**config.mk**
```make
export PLATFORM = sky130hd
export DESIGN_NAME = stream_rr_mux
export DESIGN_NICKNAME = d
export VERILOG_FILES = /design/src/rtl/stream_rr_mux.sv
export SDC_FILE = /design/constraint.sdc
export NUM_CORES = 1
export LEC_CHECK = 0
export CELL_PAD_IN_SITES_DETAIL_PLACEMENT = 1
export CELL_PAD_IN_SITES_GLOBAL_PLACEMENT = 2
export CORE_ASPECT_RATIO = 0.6
export CORE_MARGIN = 3
export CORE_UTILIZATION = 21
export CTS_BUF_LIST = sky130_fd_sc_hd__clkbuf_2 sky130_fd_sc_hd__clkbuf_4 sky130_fd_sc_hd__clkbuf_8
export DETAILED_ROUTE_END_ITERATION = 6
export PLACE_DENSITY_LB_ADDON = 0.3
export SYNTH_ARGS = -nofsm -noshare
export SYNTH_HDL_FRONTEND = slang
export SYNTH_SLANG_ARGS = --single-unit
```
**constraint.sdc**
```tcl
create_clock -name i_clk -period 2.65 [get_ports i_clk]
set_clock_uncertainty 0.15 [all_clocks]
set_input_delay 0.265 -clock i_clk [delete_from_list [all_inputs] [get_ports i_clk]]
set_output_delay 0.265 -clock i_clk [all_outputs]
set_load 0.005 [all_outputs]
```
**src/rtl/stream_rr_mux.sv**
```systemverilog
// N-channel valid/ready stream multiplexer with round-robin arbitration.
// A granted multi-beat packet holds the grant until its last beat, and the output stage is a single register.
module stream_rr_mux #(
    parameter int N_CH  = 4,
    parameter int WIDTH = 8,
    localparam int CH_W = (N_CH > 1) ? $clog2(N_CH) : 1
) (
    input  logic                    i_clk,
    input  logic                    i_rst,
    input  logic [N_CH-1:0]         i_valid,
    output logic [N_CH-1:0]         o_ready,
    input  logic [N_CH*WIDTH-1:0]   i_data,
    input  logic [N_CH-1:0]         i_last,
    output logic                    o_valid,
    input  logic                    i_ready,
    output logic [WIDTH-1:0]        o_data,
    output logic                    o_last,
    output logic [CH_W-1:0]         o_ch
);

    typedef enum logic [0:0] {
        ST_IDLE = 1'b0,
        ST_LOCK = 1'b1
    } state_t;

    localparam logic [CH_W-1:0] PTR_RST = CH_W'(N_CH - 1);

    state_t            state_r;
    logic [CH_W-1:0]   ptr_r;
    logic [CH_W-1:0]   lock_ch_r;
    logic [CH_W-1:0]   grant_ch_s;
    logic              grant_found_s;
    logic [CH_W-1:0]   sel_ch_s;
    logic              sel_en_s;
    logic              load_s;
    logic              xfer_s;
    logic [N_CH-1:0]   ready_s;
    logic [WIDTH-1:0]  sel_data_s;

    // Modulo-N_CH offset from a channel index, so non-power-of-two counts never produce an index >= N_CH.
    function automatic logic [CH_W-1:0] wrap_add(input logic [CH_W-1:0] base, input int offset);
        return CH_W'((int'(base) + offset) % N_CH);
    endfunction

    // Rotating-priority search starting one past the last served channel.
    always_comb begin
        grant_found_s = 1'b0;
        grant_ch_s    = {CH_W{1'b0}};
        for (int i = 1; i <= N_CH; i++) begin
            if (!grant_found_s && i_valid[wrap_add(ptr_r, i)]) begin
                grant_found_s = 1'b1;
                grant_ch_s    = wrap_add(ptr_r, i);
            end else begin
                grant_found_s = grant_found_s;
            end
        end
    end

    // Pick the single channel allowed to push this cycle and drive its ready.
    always_comb begin
        load_s   = !o_valid || i_ready;
        sel_ch_s = grant_ch_s;
        sel_en_s = 1'b0;
        case (state_r)
            ST_IDLE: begin
                sel_ch_s = grant_ch_s;
                sel_en_s = grant_found_s;
            end
            ST_LOCK: begin
                sel_ch_s = lock_ch_r;
                sel_en_s = 1'b1;
            end
            default: begin
                sel_ch_s = grant_ch_s;
                sel_en_s = 1'b0;
            end
        endcase
        ready_s = {N_CH{1'b0}};
        if (!i_rst && sel_en_s) begin
            ready_s[sel_ch_s] = load_s;
        end else begin
            ready_s = {N_CH{1'b0}};
        end
        xfer_s     = ready_s[sel_ch_s] && i_valid[sel_ch_s];
        sel_data_s = i_data[int'(sel_ch_s)*WIDTH +: WIDTH];
    end

    assign o_ready = ready_s;

    // Output register, arbitration pointer and packet lock; a held beat is simply not reloaded.
    always_ff @(posedge i_clk) begin
        if (i_rst) begin
            o_valid   <= 1'b0;
            o_data    <= {WIDTH{1'b0}};
            o_last    <= 1'b0;
            o_ch      <= {CH_W{1'b0}};
            state_r   <= ST_IDLE;
            ptr_r     <= PTR_RST;
            lock_ch_r <= {CH_W{1'b0}};
        end else if (load_s) begin
            if (xfer_s) begin
                o_valid   <= 1'b1;
                o_data    <= sel_data_s;
                o_last    <= i_last[sel_ch_s];
                o_ch      <= sel_ch_s;
                ptr_r     <= sel_ch_s;
                lock_ch_r <= sel_ch_s;
                state_r   <= i_last[sel_ch_s] ? ST_IDLE : ST_LOCK;
            end else begin
                o_valid   <= 1'b0;
            end
        end
    end

endmodule

```
==> results of run 1 <==
## state kept, by name, indices dropped and copies added (netlist names)
signal	flops
o_data	8
lock_ch_r	2
ptr_r	2
o_last	1
o_valid	1
state_r	1
## power groups by stage
stage	sequential [µW]	combinational (µW)	clock, µW
after global placement	383	1320	0
after detailed placement	387	1340	0
after floorplan	363	726	0
final	388	1410	190
after global routing	405	1540	207
after CTS	385	1390	200
## critical path: cells and delay by family (launching register included)
| kind | cells | cell delay, ns |
|---|---|---|
| compound gates | 2 | 0.55 |
| buf+inv | 2 | 0.60 |
| flops | 1 | 0.35 |
| simple gates | 2 | 0.42 |
## placed cells by master (no fill, tap or decap), drive strengths merged, types with 2 or more instances in the layout
cell type,count
o21ai,19
inv,8
nor2,20
clkdlybuf4s50,52
a21o,2
a221oi,2
a31oi,18
a22oi,9
a21oi,7
nand2,11
dfxtp,15
mux2i,9
o211ai,4
o211a,2
clkbuf,5
dlygate4sd2,5
buf,34
## layout make-up
class,instances,area (µm²)
tap,66,82.6
fill,615,3080
clock buffer,4,48.8
sequential,15,303
inverter,8,30.0
multi-input combinational,118,785
timing repair buffer,92,825
## through the flow
stage          worst slack [ns]  setup TNS [ns]
2_1_floorplan             0.401               0
3_3_place_gp             -0.168           -1.80
3_5_place_dp             -0.203           -2.20
4_1_cts                 0.00258               0
5_1_grt                  0.0179               0
6_report                 0.0791               0
## kinds of logic after synthesis
| logic type | Yosys count | synth area share |
|---|---|---|
| AOI/OAI and AO/OA | 72 | 0.436 |
| buffers and inverters | 20 | 0.0807 |
| DFF | 15 | 0.262 |
| muxes | 9 | 0.0785 |
| and+or+nand+nor | 37 | 0.143 |
## layer usage
| layer | track usage | wire length (µm) | up-vias |
|---|---|---|---|
| met3 | 0.0254 | 194 | 4 |
| met1 | 0.220 | 2480 | 724 |
| li1 | - | - | 742 |
| met4 | 0.0448 | 39 | 0 |
| met2 | 0.240 | 2220 | 25 |
| met5 | 0 | 0 | - |
## repair_timing
action,4_1_cts,5_1_grt
setup buffers,3,2
hold endpoints to repair,0,0
endpoints found under the setup margin,4,12
gates resized for setup,9,6
pin swaps,5,5
## final timing paths
kind                         startpoint                endpoint  slack, ns  cells past startpoint
setup reg to reg  ptr_r[0]$_SDFFE_PP1P_  o_data[1]$_SDFFE_PP0P_       0.14                     10
hold / removal      o_last$_SDFFE_PP0P_     o_last$_SDFFE_PP0P_       0.32                      2
hold reg to reg     o_last$_SDFFE_PP0P_     o_last$_SDFFE_PP0P_       0.32                      2
setup / recovery  ptr_r[0]$_SDFFE_PP1P_              o_ready[0]       0.08                      6
==> run_summary.xml, run 1 <==
<?xml version="1.0" encoding="UTF-8"?>
<metrics>
  <group name="grt">
    <metric name="grt_max_degree" unit="">17</metric>
    <metric name="globalRouteOverflowTotal" unit="">0</metric>
    <metric name="global_route.usage.total" unit="">0.155</metric>
    <metric name="first_pass_grt_wire_length" unit="mm">7.91</metric>
    <metric name="antenna_found_initial" unit="">0</metric>
    <metric name="first_global_vias" unit="">1571</metric>
  </group>
  <group name="timing">
    <metric name="timing.max_slew.rel_slack" unit="">0.738</metric>
    <metric name="achievable-frequency" unit="MHz">389</metric>
    <metric name="min_period_over_period" unit="">0.970</metric>
    <metric name="tightestPinTransition" unit="ns">0.393</metric>
    <metric name="timing.final.hold_violations" unit="">0</metric>
    <metric name="slew_viol_final" unit="">0</metric>
    <metric name="final_period_minus_worst_setup_slack" unit="ns">2.57</metric>
    <metric name="grt_setup_unrepaired" unit="">false</metric>
    <metric name="report.final.setup_viol" unit="">0</metric>
    <metric name="holdWs" unit="ns">0.317</metric>
  </group>
  <group name="setup_path">
    <metric name="worst-endpoint-arrival" unit="ns">2.16</metric>
    <metric name="path_cells" unit="">or3b_1 -&gt; a211o_1 -&gt; a32oi_2 -&gt; buf_4 -&gt; nor2_1 -&gt; clkdlybuf4s50_1</metric>
    <metric name="timing.critical_path.required" unit="ns">2.24</metric>
    <metric name="capturing_element_type_of_the_critical_path" unit="">output pin</metric>
    <metric name="worstSetupPathType" unit="">reg -&gt; out</metric>
    <metric name="maximum_cell_stage_delay_along_the_critical_path" unit="ns">0.44</metric>
    <metric name="worstSetupStartpointType" unit="">register</metric>
    <metric name="path_max_fanout" unit="">5</metric>
    <metric name="critPathSlowestCell" unit="">sky130_fd_sc_hd__clkdlybuf4s50_1</metric>
  </group>
  <group name="power_and_ir_drop">
    <metric name="netSwitchingFraction" unit="">0.421</metric>
    <metric name="power_leakage" unit="µW">0.000837</metric>
    <metric name="sequentialPowerShare" unit="">0.195</metric>
    <metric name="power.share.clock" unit="">0.096</metric>
    <metric name="irDropWorstVdd" unit="µV">368</metric>
    <metric name="power.net_switching" unit="µW">837</metric>
    <metric name="power" unit="µW">1990</metric>
    <metric name="internal_power" unit="µW">1150</metric>
    <metric name="power_density" unit="nW/µm²">959</metric>
    <metric name="power_frac_comb" unit="">0.709</metric>
  </group>
  <group name="route">
    <metric name="drt-vias-per-instance" unit="">4.93</metric>
    <metric name="drc" unit="">0</metric>
    <metric name="pre_antenna_drt_iters" unit="">4</metric>
    <metric name="drt-wirelength-per-cell" unit="µm">16.3</metric>
    <metric name="detailedRoute.firstIterationViolations" unit="">62</metric>
    <metric name="detailroute.via_count" unit="">1495</metric>
    <metric name="final_routed_wirelength" unit="mm">4.94</metric>
    <metric name="detail-route-antenna-nets" unit="">0</metric>
  </group>
  <group name="clock_network">
    <metric name="cts-htree-levels" unit="">1</metric>
    <metric name="clk_path_buf_depth" unit="">2</metric>
    <metric name="tritoncts" unit="">built</metric>
    <metric name="number_of_sinks_handled_by_clock_tree_synthesis" unit="">15</metric>
    <metric name="post_cts_hold_buffer_count" unit="">0</metric>
    <metric name="ctsRootBufferMaster" unit="">sky130_fd_sc_hd__clkbuf_8</metric>
    <metric name="clock_insertion_delay_worst_skew" unit="ns">0.24</metric>
    <metric name="cts_made_buffers" unit="">3</metric>
    <metric name="clk_transition_reported_paths" unit="ns">0.06</metric>
  </group>
  <group name="layout">
    <metric name="design.final.nets" unit="">281</metric>
    <metric name="postLayoutCellArea" unit="µm²">2070</metric>
    <metric name="synthToLayoutAreaGrowth" unit="%">80.7</metric>
    <metric name="final_cells" unit="">303</metric>
    <metric name="share_of_post_route_cells_with_drive_strength_above_1" unit="">0.215</metric>
    <metric name="finish.utilization" unit="">0.402</metric>
    <metric name="diodes" unit="">0</metric>
  </group>
  <group name="yosys">
    <metric name="synth.yosys.warnings" unit="">0</metric>
    <metric name="ys_ff_latch" unit="">15</metric>
    <metric name="synth-edff-count" unit="">0</metric>
    <metric name="async_reset_ff_frac" unit="">0</metric>
    <metric name="ys.flop_type" unit="">sky130_fd_sc_hd__dfxtp_1</metric>
    <metric name="syn-instance-count" unit="">153</metric>
    <metric name="ys_seq_area_frac" unit="">0.262</metric>
    <metric name="synthMostInstantiatedCell" unit="">sky130_fd_sc_hd__nor2_1</metric>
    <metric name="synth.area.top_cells" unit="">sky130_fd_sc_hd__dfxtp_1, sky130_fd_sc_hd__a31oi_1, sky130_fd_sc_hd__mux2i_1</metric>
    <metric name="post_synth_num_cell_types" unit="">35</metric>
    <metric name="postSynthNetCount" unit="">196</metric>
    <metric name="avgSynthCellArea" unit="µm²">7.50</metric>
    <metric name="synth_common_cells" unit="">sky130_fd_sc_hd__nor2_1, sky130_fd_sc_hd__a31oi_1, sky130_fd_sc_hd__o21ai_0, sky130_fd_sc_hd__dfxtp_1, sky130_fd_sc_hd__nand2_1</metric>
    <metric name="synth_area_leader_cell" unit="">sky130_fd_sc_hd__dfxtp_1</metric>
    <metric name="synth_area" unit="µm²">1150</metric>
    <metric name="synth.top_cell.area_share" unit="">0.262</metric>
  </group>
  <group name="floorplanning">
    <metric name="die_outline_area" unit="µm²">6420</metric>
    <metric name="fp.coreArea" unit="µm²">5150</metric>
    <metric name="io_pins" unit="">59</metric>
    <metric name="row_count" unit="">20</metric>
    <metric name="die_height" unit="µm">63.3</metric>
    <metric name="die-width" unit="µm">101</metric>
    <metric name="floorplan.initialDensity" unit="">0.223</metric>
  </group>
  <group name="place">
    <metric name="gp_routability_congestion" unit="">0.800</metric>
    <metric name="post-place-cells" unit="">294</metric>
    <metric name="portBuffers" unit="">58</metric>
    <metric name="detailed_placement_wirelength_estimate" unit="mm">4.03</metric>
    <metric name="placed_area" unit="µm²">1970</metric>
  </group>
  <group name="worst_hold_path">
    <metric name="min-delay-path-class" unit="">reg -&gt; reg</metric>
  </group>
  <group name="status">
    <metric name="status" unit="">finished, final reports clean</metric>
  </group>
  <group name="job">
    <metric name="timing.max_cap.violations" unit="">0</metric>
  </group>
</metrics>
(Power assumes the default switching activity.)
==> run 2, diff against run 1 <==
--- a/constraint.sdc
+++ b/constraint.sdc
@@ -4,2 +4,2 @@
 set_output_delay 0.265 -clock i_clk [all_outputs]
-set_load 0.005 [all_outputs]
+set_load 0.01 [all_outputs]
==> run 2 against run 1 <==
Effect of this change:
- die area unchanged
- clock power down 5%
- sequential power about the same
- cell count down 0.33%
- flip-flop and latch count unchanged
- critical endpoint is now state_r$_SDFFE_PP0P_
- largest cell class unchanged
==> run_summary.xml, run 2 (synthesis results as in run 1) <==
<?xml version="1.0" encoding="UTF-8"?>
<metrics>
  <group name="setup_path">
    <metric name="worstSetupPathType" unit="">reg -&gt; reg</metric>
    <metric name="path_max_fanout" unit="">5</metric>
    <metric name="worst-endpoint-arrival" unit="ns">2.57</metric>
    <metric name="capturing_element_type_of_the_critical_path" unit="">register</metric>
    <metric name="regToRegSetupSlack" unit="ns">0.07</metric>
    <metric name="worstSetupStartpointType" unit="">register</metric>
    <metric name="timing.critical_path.required" unit="ns">2.64</metric>
    <metric name="reg2regPathDepth" unit="">8</metric>
  </group>
  <group name="grt">
    <metric name="globalRouteOverflowTotal" unit="">0</metric>
    <metric name="first_global_vias" unit="">1721</metric>
    <metric name="global_route.usage.total" unit="">0.171</metric>
    <metric name="grt_max_degree" unit="">18</metric>
    <metric name="antenna_found_initial" unit="">0</metric>
    <metric name="first_pass_grt_wire_length" unit="mm">8.74</metric>
  </group>
  <group name="layout">
    <metric name="multi_input_area" unit="µm²">803</metric>
    <metric name="fillerInstances" unit="">622</metric>
    <metric name="share_of_post_route_cells_with_drive_strength_above_1" unit="">0.212</metric>
    <metric name="largest-register" unit="">o_data</metric>
    <metric name="postLayoutCellArea" unit="µm²">2080</metric>
    <metric name="synthToLayoutAreaGrowth" unit="%">81.2</metric>
    <metric name="most-common-layout-cells" unit="">sky130_fd_sc_hd__clkdlybuf4s50_1, sky130_fd_sc_hd__buf_4, sky130_fd_sc_hd__nor2_1, sky130_fd_sc_hd__a31oi_1, sky130_fd_sc_hd__o21ai_0</metric>
    <metric name="layout.area.seq" unit="µm²">303</metric>
    <metric name="design.final.nets" unit="">280</metric>
    <metric name="finish.utilization" unit="">0.403</metric>
    <metric name="final_cells" unit="">302</metric>
    <metric name="reg_top3" unit="">o_data x8, lock_ch_r x2, ptr_r x2</metric>
    <metric name="commonest_non_fill_non_tap_cell_in_the_layout" unit="">sky130_fd_sc_hd__clkdlybuf4s50_1</metric>
    <metric name="largest_register_ff_count" unit="">8</metric>
    <metric name="diodes" unit="">0</metric>
  </group>
  <group name="place">
    <metric name="detailed_placement_wirelength_estimate" unit="mm">4.12</metric>
    <metric name="portBuffers" unit="">58</metric>
    <metric name="placed_area" unit="µm²">1950</metric>
    <metric name="gp_routability_congestion" unit="">0.789</metric>
    <metric name="post-place-cells" unit="">292</metric>
  </group>
  <group name="timing">
    <metric name="tightestPinTransition" unit="ns">0.507</metric>
    <metric name="timing.final.hold_violations" unit="">0</metric>
    <metric name="report.final.setup_viol" unit="">0</metric>
    <metric name="holdWs" unit="ns">0.319</metric>
    <metric name="slew_viol_final" unit="">0</metric>
    <metric name="timing.max_slew.rel_slack" unit="">0.660</metric>
    <metric name="achievable-frequency" unit="MHz">388</metric>
    <metric name="final_period_minus_worst_setup_slack" unit="ns">2.58</metric>
    <metric name="min_period_over_period" unit="">0.974</metric>
    <metric name="timing.setup.tns" unit="ns">0</metric>
  </group>
  <group name="worst_hold_path">
    <metric name="min-delay-path-class" unit="">reg -&gt; reg</metric>
    <metric name="hold_path_depth" unit="">2</metric>
  </group>
  <group name="clock_network">
    <metric name="tritoncts" unit="">built</metric>
    <metric name="cts_made_buffers" unit="">3</metric>
    <metric name="clock_insertion_delay_worst_skew" unit="ns">0.24</metric>
    <metric name="clk_transition_reported_paths" unit="ns">0.06</metric>
    <metric name="number_of_sinks_handled_by_clock_tree_synthesis" unit="">15</metric>
    <metric name="ctsRootBufferMaster" unit="">sky130_fd_sc_hd__clkbuf_8</metric>
    <metric name="clk_path_buf_depth" unit="">2</metric>
    <metric name="cts-htree-levels" unit="">1</metric>
  </group>
  <group name="floorplanning">
    <metric name="row_count" unit="">20</metric>
    <metric name="floorplan.initialDensity" unit="">0.223</metric>
    <metric name="fp.coreArea" unit="µm²">5150</metric>
    <metric name="io_pins" unit="">59</metric>
    <metric name="die-width" unit="µm">101</metric>
    <metric name="die_height" unit="µm">63.3</metric>
    <metric name="die_outline_area" unit="µm²">6420</metric>
  </group>
  <group name="job">
    <metric name="timing.max_cap.violations" unit="">0</metric>
  </group>
  <group name="route">
    <metric name="pre_antenna_drt_iters" unit="">4</metric>
    <metric name="detail-route-antenna-nets" unit="">0</metric>
    <metric name="detailedRoute.firstIterationViolations" unit="">55</metric>
    <metric name="drt-vias-per-instance" unit="">5.04</metric>
    <metric name="drt-wirelength-per-cell" unit="µm">17.7</metric>
    <metric name="final_routed_wirelength" unit="mm">5.33</metric>
    <metric name="detailroute.via_count" unit="">1523</metric>
    <metric name="drc" unit="">0</metric>
  </group>
  <group name="status">
    <metric name="status" unit="">finished, final reports clean</metric>
  </group>
  <group name="power_and_ir_drop">
    <metric name="power_density" unit="nW/µm²">974</metric>
    <metric name="power_leakage" unit="µW">0.000850</metric>
    <metric name="irDropWorstVdd" unit="µV">416</metric>
  </group>
</metrics>
[run 2: per-layer routing]
layer,GRT usage,wire length [µm],up-vias
met5,0,0,-
met4,0.0431,53,0
met3,0.0232,225,6
met2,0.281,2500,29
met1,0.236,2550,740
li1,-,-,748
[run 2: layout make-up]
type                       count  share of cell area
tap                           66              0.0397
sequential                    15               0.146
clock buffer                   3              0.0199
timing repair buffer          90               0.392
multi-input combinational    119               0.386
clock inverter                 1             0.00241
inverter                       8              0.0144
[run 2: worst paths after layout]
path | startpoint | endpoint
setup / recovery | ptr_r[0]$_SDFFE_PP1P_ | state_r$_SDFFE_PP0P_
hold / removal | o_last$_SDFFE_PP0P_ | o_last$_SDFFE_PP0P_
setup reg to reg | ptr_r[0]$_SDFFE_PP1P_ | state_r$_SDFFE_PP0P_
hold reg to reg | o_last$_SDFFE_PP0P_ | o_last$_SDFFE_PP0P_
[run 2: critical path: stages, from the launching register on]
cell and delay, ns:
sky130_fd_sc_hd__dfxtp_2 0.38, sky130_fd_sc_hd__inv_1 0.14, sky130_fd_sc_hd__a31oi_2 0.25, sky130_fd_sc_hd__a32oi_2 0.17, sky130_fd_sc_hd__buf_4 0.17, sky130_fd_sc_hd__or4_4 0.57, sky130_fd_sc_hd__a21boi_1 0.17, sky130_fd_sc_hd__a221o_1 0.33
sky130_fd_sc_hd__o211a_1 0.14
[run 2: report_power, final]
group	switching, µW	internal [µW]	leakage (µW)
sequential	80.6	310	0.000122
clock	76.1	104	0.0000255
combinational	738	717	0.000702
total	894	1130	0.000850
[run 2: stage by stage]
stage                     total power [µW]  setup slack [ns]
after floorplan                       1120             0.401
after global placement                1730            -0.214
after detailed placement              1760            -0.262
after CTS                             2030            0.0379
after global routing                  2210          -0.00255
final                                 2030            0.0695
[run 2: timing repair]
action | in CTS | in global routing
hold buffers | 0 | 0
gates cloned | 1 | 0
pin swaps | 4 | 0
gates resized for setup | 14 | 3
setup buffers | 5 | 0
endpoints found under the setup margin | 5 | 6
==> run 3, diff against run 2 <==
Clock period 2.65 ns to 2.7 ns, I/O delays scaled along.
==> run 3 against run 2 <==
Effect of this change:
- first-iteration DRC count decreased by 24%
- flip-flop and latch count unchanged
- utilization is 0.15 points lower
- via count is 0.53% higher
- combinational power shrank 3%
- cell count is 0.99% lower
- largest power group unchanged
==> run_summary.xml, run 3 (synthesis results as in run 1) <==
<?xml version="1.0" encoding="UTF-8"?>
<metrics>
  <group name="power_and_ir_drop">
    <metric name="power_density" unit="nW/µm²">955</metric>
    <metric name="power_frac_comb" unit="">0.718</metric>
    <metric name="netSwitchingFraction" unit="">0.448</metric>
    <metric name="power.net_switching" unit="µW">886</metric>
    <metric name="sequentialPowerShare" unit="">0.194</metric>
    <metric name="power.share.clock" unit="">0.089</metric>
    <metric name="irDropWorstVdd" unit="µV">396</metric>
    <metric name="internal_power" unit="µW">1090</metric>
    <metric name="power_leakage" unit="µW">0.000840</metric>
  </group>
  <group name="route">
    <metric name="final_routed_wirelength" unit="mm">5.19</metric>
    <metric name="drt-wirelength-per-cell" unit="µm">17.4</metric>
    <metric name="drc" unit="">0</metric>
    <metric name="pre_antenna_drt_iters" unit="">4</metric>
    <metric name="detailedRoute.firstIterationViolations" unit="">42</metric>
    <metric name="detailroute.via_count" unit="">1531</metric>
    <metric name="drt-vias-per-instance" unit="">5.12</metric>
    <metric name="detail-route-antenna-nets" unit="">0</metric>
  </group>
  <group name="clock_network">
    <metric name="clock_insertion_delay_worst_skew" unit="ns">0.24</metric>
    <metric name="tritoncts" unit="">built</metric>
    <metric name="clk_path_buf_depth" unit="">2</metric>
    <metric name="ctsRootBufferMaster" unit="">sky130_fd_sc_hd__clkbuf_8</metric>
    <metric name="cts-htree-levels" unit="">1</metric>
    <metric name="cts_made_buffers" unit="">3</metric>
    <metric name="clk_transition_reported_paths" unit="ns">0.06</metric>
    <metric name="post_cts_hold_buffer_count" unit="">0</metric>
    <metric name="number_of_sinks_handled_by_clock_tree_synthesis" unit="">15</metric>
  </group>
  <group name="setup_path">
    <metric name="reg2regPathDepth" unit="">7</metric>
    <metric name="path_max_fanout" unit="">7</metric>
    <metric name="maximum_cell_stage_delay_along_the_critical_path" unit="ns">0.51</metric>
    <metric name="worstSetupPathType" unit="">in -&gt; out</metric>
    <metric name="worstSetupStartpointType" unit="">input pin</metric>
    <metric name="worst-endpoint-arrival" unit="ns">2.22</metric>
    <metric name="r2r_end" unit="">state_r$_SDFFE_PP0P_</metric>
    <metric name="critPathSlowestCell" unit="">sky130_fd_sc_hd__clkdlybuf4s50_1</metric>
    <metric name="crit-reg2reg-launch" unit="">ptr_r[0]$_SDFFE_PP1P_</metric>
    <metric name="critical_path.top_delay_family" unit="">buffers and inverters</metric>
    <metric name="timing.critical_path.required" unit="ns">2.28</metric>
    <metric name="critical_path.n_buffers_inverters" unit="">2</metric>
    <metric name="capturing_element_type_of_the_critical_path" unit="">output pin</metric>
    <metric name="regToRegSetupSlack" unit="ns">0.18</metric>
    <metric name="path_cells" unit="">clkdlybuf4s50_1 -&gt; or3b_1 -&gt; a211o_1 -&gt; a32o_2 -&gt; nor2_1 -&gt; dlygate4sd2_1</metric>
  </group>
  <group name="floorplanning">
    <metric name="io_pins" unit="">59</metric>
    <metric name="die-width" unit="µm">101</metric>
    <metric name="floorplan.initialDensity" unit="">0.223</metric>
    <metric name="die_height" unit="µm">63.3</metric>
    <metric name="die_outline_area" unit="µm²">6420</metric>
    <metric name="fp.coreArea" unit="µm²">5150</metric>
    <metric name="row_count" unit="">20</metric>
  </group>
  <group name="worst_hold_path">
    <metric name="min-delay-path-class" unit="">reg -&gt; reg</metric>
    <metric name="hold_path_end" unit="">o_last$_SDFFE_PP0P_</metric>
    <metric name="min-delay-start" unit="">o_last$_SDFFE_PP0P_</metric>
    <metric name="hold_path_depth" unit="">2</metric>
  </group>
  <group name="timing">
    <metric name="report.final.setup_viol" unit="">0</metric>
    <metric name="timing.final.hold_violations" unit="">0</metric>
    <metric name="holdWs" unit="ns">0.318</metric>
    <metric name="grt_setup_unrepaired" unit="">false</metric>
    <metric name="timing.max_slew.rel_slack" unit="">0.710</metric>
    <metric name="slew_viol_final" unit="">0</metric>
    <metric name="achievable-frequency" unit="MHz">379</metric>
    <metric name="final_period_minus_worst_setup_slack" unit="ns">2.64</metric>
    <metric name="tightestPinTransition" unit="ns">0.435</metric>
    <metric name="min_period_over_period" unit="">0.976</metric>
    <metric name="post-route-worst-setup-slack" unit="ns">0.0646</metric>
  </group>
  <group name="layout">
    <metric name="finish.utilization" unit="">0.402</metric>
    <metric name="final_cells" unit="">299</metric>
    <metric name="diodes" unit="">0</metric>
    <metric name="reg_top3" unit="">o_data x8, lock_ch_r x2, ptr_r x2</metric>
    <metric name="commonest_non_fill_non_tap_cell_in_the_layout" unit="">sky130_fd_sc_hd__clkdlybuf4s50_1</metric>
    <metric name="largest-register" unit="">o_data</metric>
    <metric name="fillerInstances" unit="">636</metric>
    <metric name="synthToLayoutAreaGrowth" unit="%">80.6</metric>
    <metric name="share_of_post_route_cells_with_drive_strength_above_1" unit="">0.193</metric>
    <metric name="design.final.nets" unit="">277</metric>
    <metric name="postLayoutCellArea" unit="µm²">2070</metric>
    <metric name="largest_register_ff_count" unit="">8</metric>
    <metric name="most-common-layout-cells" unit="">sky130_fd_sc_hd__clkdlybuf4s50_1, sky130_fd_sc_hd__buf_4, sky130_fd_sc_hd__nor2_1, sky130_fd_sc_hd__a31oi_1, sky130_fd_sc_hd__o21ai_0</metric>
  </group>
  <group name="status">
    <metric name="status" unit="">finished, final reports clean</metric>
  </group>
  <group name="grt">
    <metric name="globalRouteOverflowTotal" unit="">0</metric>
    <metric name="antenna_found_initial" unit="">0</metric>
    <metric name="global_route.usage.total" unit="">0.161</metric>
    <metric name="first_global_vias" unit="">1581</metric>
    <metric name="grt_max_degree" unit="">18</metric>
    <metric name="first_pass_grt_wire_length" unit="mm">8.29</metric>
  </group>
  <group name="place">
    <metric name="portBuffers" unit="">58</metric>
    <metric name="post-place-cells" unit="">293</metric>
    <metric name="pre_cts_slack" unit="ns">-0.210</metric>
    <metric name="detailed_placement_wirelength_estimate" unit="mm">4.22</metric>
    <metric name="placed_area" unit="µm²">1960</metric>
    <metric name="gp_routability_congestion" unit="">0.784</metric>
  </group>
  <group name="job">
    <metric name="timing.max_cap.violations" unit="">0</metric>
  </group>
</metrics>
[run 3: cell types whose count changed in the layout (fill, tap and decap cells not counted), sizes merged]
cell	delta
buf	-2
a21bo	-1
clkdlybuf4s50	+2
dlymetal6s2s	+1
dlygate4sd2	-3
[run 3: worst max-delay path by stage]
stage | from | end | slack (ns) | depth (start not counted)
2_1_floorplan | i_valid[1] | o_data[0]$_SDFFE_PP0P_ | 0.45 | 9
3_3_place_gp | i_valid[0] | o_ready[3] | -0.15 | 6
3_5_place_dp | i_valid[0] | o_ready[3] | -0.21 | 6
4_1_cts | i_valid[0] | o_data[3]$_SDFFE_PP0P_ | 0.04 | 9
5_1_grt | i_valid[0] | o_data[3]$_SDFFE_PP0P_ | 0.004 | 10
6_report | i_valid[0] | o_ready[3] | 0.06 | 6
[run 3: metal layers]
layer,vias to the layer above,share of wire,global-route usage
li1,737,-,-
met1,773,0.50,0.235
met2,19,0.47,0.255
met3,2,0.027,0.0221
met4,0,0.0012,0.0265
met5,-,0,0
[run 3: repair_timing]
item | CTS | global route
gates cloned | 0 | 0
resized for setup | 10 | 4
pin swaps | 3 | 2
endpoints found under the setup margin | 4 | 12
endpoints found under the hold margin | 0 | 0
buffers inserted | 1 | 1
[run 3: worst register-to-register path, cell delays in order, from the launching register on]
cell,delay [ns]
sky130_fd_sc_hd__dfxtp_1,0.42
sky130_fd_sc_hd__inv_1,0.18
sky130_fd_sc_hd__a31oi_2,0.28
sky130_fd_sc_hd__a32oi_4,0.17
sky130_fd_sc_hd__or4_4,0.59
sky130_fd_sc_hd__a21boi_1,0.17
sky130_fd_sc_hd__a221o_1,0.31
sky130_fd_sc_hd__o211a_1,0.13
[run 3: layout make-up]
class / instances / area [µm²] / area share
Clock inverter: 1 / 5.00 / 0.00242
Timing Repair Buffer: 88 / 806 / 0.389
Inverter: 8 / 30.0 / 0.0145
Clock buffer: 3 / 41.3 / 0.0199
Tap cell: 66 / 82.6 / 0.0399
Sequential cell: 15 / 300 / 0.145
Multi-Input combinational cell: 118 / 807 / 0.389
[run 3: power groups by stage]
stage	Clock (µW)	Combinational, µW	Sequential (µW)
6_report	175	1420	383
5_1_grt	195	1540	393
4_1_cts	183	1390	381
3_5_place_dp	0	1360	380
3_3_place_gp	0	1320	373
2_1_floorplan	0	720	381
[run 3: stage by stage]
step | setup TNS, ns | power, µW
5_1_grt | 0 | 2120
6_report | 0 | 1980
2_1_floorplan | 0 | 1100
3_3_place_gp | -1.44 | 1690
4_1_cts | 0 | 1950
3_5_place_dp | -2.02 | 1740
